===== src/rtl/proc_alu_pkg.sv =====
// Shared ALU types: operation codes, operand source selects and flag bit positions.
// Imported by the interface, the operand mux and the ALU top.
package alu_pkg;

  typedef enum logic [2:0] {
    RA    = 3'b000,
    RB    = 3'b001,
    RADD  = 3'b010,
    RSUB  = 3'b011,
    RMULL = 3'b100
  } alu_func_t;

  typedef enum logic [1:0] {
    REG    = 2'b00,
    SW_7_0 = 2'b01,
    SW_8   = 2'b10,
    IMM    = 2'b11
  } alu_sel_t;

  localparam int FLAG_V = 3;
  localparam int FLAG_N = 2;
  localparam int FLAG_Z = 1;
  localparam int FLAG_C = 0;

endpackage


===== src/rtl/proc_alu_if.sv =====
// ALU operand/control bundle and registered result/flags.
// The master drives operands and control; the slave (ALU) returns result and flags.
interface proc_alu_if #(parameter int n = 8);
  import alu_pkg::*;

  logic [n-1:0] a_in;
  logic [n-1:0] b_in;
  alu_func_t    func;
  alu_sel_t     a_sel;
  alu_sel_t     b_sel;
  logic [n:0]   switches;
  logic [n-1:0] immidiate;
  logic [n-1:0] result;
  logic [3:0]   flags;

  modport master (
    output a_in, b_in, func, a_sel, b_sel, switches, immidiate,
    input  result, flags
  );

  modport slave (
    input  a_in, b_in, func, a_sel, b_sel, switches, immidiate,
    output result, flags
  );

endinterface


===== src/rtl/proc_alu_operand_mux.sv =====
// Combinational operand source select (register, switch byte, replicated SW[n], immediate).
// Zero latency, no backpressure; IMM_EN=0 makes IMM fall back to the register operand.
module alu_operand_mux
  import alu_pkg::*;
#(
  parameter int n      = 8,
  parameter bit IMM_EN = 1'b1
) (
  input  alu_sel_t     sel,
  input  logic [n-1:0] reg_dat,
  input  logic [n:0]   switches,
  input  logic [n-1:0] imm_dat,
  output logic [n-1:0] op_dat
);

  always_comb begin
    op_dat = reg_dat;
    case (sel)
      REG:     op_dat = reg_dat;
      SW_7_0:  op_dat = switches[n-1:0];
      SW_8:    op_dat = {n{switches[n]}};
      IMM:     op_dat = IMM_EN ? imm_dat : reg_dat;
      default: op_dat = reg_dat;
    endcase
  end

endmodule


===== src/rtl/proc_alu.sv =====
// Single-cycle ALU (RA/RB/ADD/SUB/MULL) with registered result and {V,N,Z,C} flags; ALU_MUL_EN enables RMULL.
// Latency 1 cycle; no backpressure, a new operation is accepted every cycle.
module proc_alu
  import alu_pkg::*;
#(
  parameter int n = 8
) (
  input  logic          clk,
  input  logic          nReset,
  proc_alu_if.slave     bus
);

  logic [n-1:0] a_op;
  logic [n-1:0] b_op;

  alu_operand_mux #(.n(n), .IMM_EN(1'b0)) u_a_mux (
    .sel      (bus.a_sel),
    .reg_dat  (bus.a_in),
    .switches (bus.switches),
    .imm_dat  (bus.immidiate),
    .op_dat   (a_op)
  );

  alu_operand_mux #(.n(n), .IMM_EN(1'b1)) u_b_mux (
    .sel      (bus.b_sel),
    .reg_dat  (bus.b_in),
    .switches (bus.switches),
    .imm_dat  (bus.immidiate),
    .op_dat   (b_op)
  );

  logic [n:0]   sum;
  logic [n-1:0] diff;
  logic         a_msb;
  logic         b_msb;

  assign sum   = {1'b0, a_op} + {1'b0, b_op};
  assign diff  = a_op - b_op;
  assign a_msb = a_op[n-1];
  assign b_msb = b_op[n-1];

`ifdef ALU_MUL_EN
  // Low n bits of the product are the same for signed and unsigned operands.
  logic signed [n-1:0] mul_lo;
  assign mul_lo = $signed(a_op) * $signed(b_op);
`endif

  logic [n-1:0] res_nxt;
  logic [3:0]   flg_nxt;
  logic         v_nxt;
  logic         c_nxt;

  always_comb begin
    res_nxt = a_op;
    v_nxt   = 1'b0;
    c_nxt   = 1'b0;
    case (bus.func)
      RB: res_nxt = b_op;
      RADD: begin
        res_nxt = sum[n-1:0];
        c_nxt   = sum[n];
        v_nxt   = (a_msb == b_msb) && (sum[n-1] != a_msb);
      end
      RSUB: begin
        res_nxt = diff;
        // C reports signed A < B: N xor true signed overflow.
        c_nxt   = diff[n-1] ^ ((a_msb != b_msb) && (diff[n-1] != a_msb));
        v_nxt   = (a_msb != b_msb) && (diff[n-1] == a_msb);
      end
`ifdef ALU_MUL_EN
      RMULL: res_nxt = mul_lo;
`endif
      default: res_nxt = a_op;
    endcase

    flg_nxt         = 4'b0000;
    flg_nxt[FLAG_V] = v_nxt;
    flg_nxt[FLAG_N] = res_nxt[n-1];
    flg_nxt[FLAG_Z] = (res_nxt == '0);
    flg_nxt[FLAG_C] = c_nxt;
  end

  logic [n-1:0] result_q;
  logic [3:0]   flags_q;

  always_ff @(posedge clk) begin
    if (!nReset) begin
      result_q <= '0;
      flags_q  <= 4'b0000;
    end else begin
      result_q <= res_nxt;
      flags_q  <= flg_nxt;
    end
  end

  assign bus.result = result_q;
  assign bus.flags  = flags_q;

endmodule


===== src/flat_wrapper.sv =====
// flat-port wrapper written by rule: the top's interface ports become plain ports
module proc_alu_flat import alu_pkg::*;
#(
  parameter int n = 8
)
  (clk, nReset, bus_a_in, bus_b_in, bus_func, bus_a_sel, bus_b_sel, bus_switches, bus_immidiate, bus_result, bus_flags);
  proc_alu_if #(.n(n)) bus_i ();
  input  logic clk;
  input  logic nReset;
  input wire logic [$bits(bus_i.a_in)-1:0] bus_a_in;
  input wire logic [$bits(bus_i.b_in)-1:0] bus_b_in;
  input wire logic [$bits(bus_i.func)-1:0] bus_func;
  input wire logic [$bits(bus_i.a_sel)-1:0] bus_a_sel;
  input wire logic [$bits(bus_i.b_sel)-1:0] bus_b_sel;
  input wire logic [$bits(bus_i.switches)-1:0] bus_switches;
  input wire logic [$bits(bus_i.immidiate)-1:0] bus_immidiate;
  output wire logic [$bits(bus_i.result)-1:0] bus_result;
  output wire logic [$bits(bus_i.flags)-1:0] bus_flags;
  assign bus_i.a_in = bus_a_in;
  assign bus_i.b_in = bus_b_in;
  assign bus_i.func = bus_func;
  assign bus_i.a_sel = bus_a_sel;
  assign bus_i.b_sel = bus_b_sel;
  assign bus_i.switches = bus_switches;
  assign bus_i.immidiate = bus_immidiate;
  assign bus_result = bus_i.result;
  assign bus_flags = bus_i.flags;
  proc_alu #(.n(n)) u_core (.clk(clk), .nReset(nReset), .bus(bus_i));
endmodule

===== config.mk =====
export PLATFORM = sky130hd
export DESIGN_NAME = proc_alu_flat
export DESIGN_NICKNAME = d
export VERILOG_FILES = /design/src/rtl/proc_alu_pkg.sv /design/src/rtl/proc_alu_if.sv /design/src/rtl/proc_alu_operand_mux.sv /design/src/rtl/proc_alu.sv /design/src/flat_wrapper.sv
export SDC_FILE = /design/constraint.sdc
export NUM_CORES = 1
export LEC_CHECK = 0
export CORE_MARGIN = 5
export CORE_UTILIZATION = 47
export DETAILED_ROUTE_END_ITERATION = 16
export PLACE_DENSITY = 0.84
export RECOVER_POWER = 100
export SKIP_LAST_GASP = 1
export SYNTH_ARGS = -nofsm -noshare
export SYNTH_HDL_FRONTEND = slang
export SYNTH_HIERARCHICAL = 1
export SYNTH_SLANG_ARGS = --single-unit

===== constraint.sdc =====
create_clock -name clk -period 5.2 [get_ports clk]
set_input_delay 1.3 -clock clk [delete_from_list [all_inputs] [get_ports clk]]
set_output_delay 1.3 -clock clk [all_outputs]
set_load 0.02 [all_outputs]

==> metrics.txt <==
status complete, no violations; Setup-failing EPs final 0; total power 431 uW; P_leak between 0.0009 and 0.001 uW; cts bufs inserted 3; Max clock buf depth 2; critical setup path kind in -> reg; Worst Setup SP bus_a_sel[0]; largest net degree at the start of global routing 20; post-placement setup slack between 20 and 30 ps; Port Buffers 53; internal power 259 uW; worst slew pin tran 626 ps; Clock power frac 12.4%; PostCTS Resize Cnt 0; Slew Viols, Final 0; startpoint types input port; io pins 54; Final Hold Fails 0; clock sinks 11; Area Growth Syn to Fin 32.8%; DR vias/cell 5.45; worst hold path class in -> reg; largest cells by area after synthesis ha_1 (13%), dfxtp_1 (13%), mux4_2 (11%); most common cell in the netlist nor2_1; ANT cells 0; post-synthesis sequential area ratio 13.1%; Detailed Place HPWL 3530 um; maximum VDD drop roughly 0.06 mV; WP data required 5370 ps; CP delay by family, top compound AO/OA/AOI/OAI gates; Post-CTS Setup Inserts 0; Net Sw Power 171 uW; Worst Path Arrival 5050 ps; Fin Setup TNS 0 ps; Slowest Stage Delay on Critical Path 540 ps; Sw Share between 30% and 40%; first-pass GRT wire length 6940 um; share of layout cells above drive strength 1 9.13%; Synth Instances 207; TritonRoute pass-1 iters 4; Cell Area, Synth around 1700 um^2; core region area 3390 um^2; area occupied by multi-input gates 1310 um^2; syn_nets 270; Die Span Y approximately 70 um; Syn. warnings 6; Routability Congestion ~0.8; async set or reset register ratio after synthesis 0%; # rows 21; GR Overflow Total 0; DRC Markers 0; Clock Root Buffer clkbuf_4; initial antenna violation count 0; Initial Util 49.5%; number of global-route vias before repair 1564; EDFF count, synth 0; part of the cycle the worst path needs a little over nine tenths; Post-Route WL 4120 um; layout net count 316; register area 220 um^2; CP Depth 16; Total GRT Usage 16.9%; Critical Path End Type register; routed len/inst 13.8 um; vias 1623; Routed Antenna Nets 0; Synth cell types 47; Worst Setup Slack, final 329 ps; filler cell count in the final layout 286; achievable clock frequency 205 MHz; Iteration-0 DRC Markers 51; syn avg cell area 8.11 um^2; relative slew slack 58.2%; cts-stage hold buffer count 0; Main synth FF type dfxtp_1; Cell Pwr Density 193 nW/um^2; minimum clock period 4870 ps; CTS tree done; die area 4870 um^2; CP cell instances clkdlybuf4s50_1 -> inv_1 -> ha_1 -> a22oi_1 -> o21ai_0 -> ha_1 -> o21a_1 -> o21ai_1 -> a21oi_1 -> a21o_1 -> a21oi_1 -> fa_1 -> o21ai_0 -> a221oi_2 -> nor2_1 -> nor4_2; Comb pwr share 65.9%; H-Tree Depth 1; RSZ-0062 raised after global routing no; Sequential Power Share 21.7%; slowest CP cell fa_1; Synth top area share 13.4%; Post-synth top cells nor2_1 (21), ha_1 (18), nand2_1 (15), inv_1 (14); Yosys reg bits 11; die width 69.8 um; Critical Path Fanout Max 8; leading area contributor after synthesis ha_1; Max-cap violations 0; clock-pin slew on the worst setup and hold paths 60 ps; CP bufs+invs 2; Critical Path End u_core/bus.flags[1]
## cell families after synthesis
group	Yosys count	share of synthesized area (%)
xor+xnor	11	5.74
flops	11	13.1
fa+ha+maj	21	17.0
mux	10	12.0
compound gates	63	24.8
buf+inv	30	8.95
simple gates	61	18.3
## metrics by stage
| step | utilization, % | instances | instance area [um^2] | hold slack [ps] |
|---|---|---|---|---|
| 2_1_floorplan | - | 207 | 1680 | 1420 |
| 3_3_place_gp | 64.9 | 294 | 2200 | 2030 |
| 3_5_place_dp | 64.9 | 294 | 2200 | 2040 |
| 4_1_cts | 65.6 | 298 | 2220 | 1770 |
| 5_1_grt | 65.7 | 298 | 2230 | 1790 |
| 6_report | 65.7 | 298 | 2230 | 1770 |
## registers in the layout, indices dropped and copies added (netlist names)
register and flops:
u_core/bus.flags 4, u_core/bus.result 7
## metal layers
| layer | global-route usage, % | vias up | wire length (um) |
|---|---|---|---|
| met5 | 0 | - | 0 |
| met3 | 2.03 | 2 | 317 |
| met2 | 32.0 | 64 | 2060 |
| met1 | 20.2 | 728 | 1730 |
| li1 | - | 829 | - |
| met4 | 3.83 | 0 | 19 |
## power by group through the flow
stage / clock, uW / sequential, uW / combinational [uW]
floorplan: 0 / 105 / 195
global placement: 0 / 95.2 / 278
detailed placement: 0 / 95.7 / 285
CTS: 55.5 / 93.8 / 286
global route: 57.6 / 94.0 / 314
finish: 53.4 / 93.3 / 284
## cell type report
cell class                 instances  area share [%]
tap                               46            2.58
inverter                          14            2.36
sequential                        11            9.88
clock buffer                       4            1.18
timing repair buffer              57            25.2
multi-input combinational        166            58.8
## worst min-delay path by stage
stage	from	endpoint	slack (ps)	cells after the start
detailed placement	nReset	u_core/bus.flags[0]	2040	3
CTS	nReset	u_core/bus.flags[0]	1770	3
floorplan	nReset	u_core/bus.result[0]	1420	1
global placement	nReset	u_core/bus.flags[0]	2030	3
global route	nReset	u_core/bus.flags[0]	1790	3
finish	nReset	u_core/bus.flags[0]	1770	3
## tightest hold or removal path: stages
cell,delay (ps)
clkdlybuf4s50_1,510
nand2_1,120
nor2_1,40
## layout by cell type (no fill, tap or decap), types with 2 or more instances in the layout
cell type / count
nand2_1: 15
nand2b_1: 3
a31oi_1: 3
inv_1: 14
a21o_1: 2
clkbuf_4: 3
xor2_1: 7
fa_1: 3
clkdlybuf4s50_1: 41
a21oi_1: 10
nor2b_1: 4
o21bai_1: 3
o21ai_1: 7
a211oi_1: 4
dfxtp_1: 11
o22a_1: 2
mux4_2: 8
nor3_1: 4
dlygate4sd3_1: 12
ha_1: 18
o21ai_0: 12
and2_1: 4
nor2_1: 21
buf_4: 4
xnor2_1: 4
a22oi_1: 10
(Power assumes the default switching activity.)
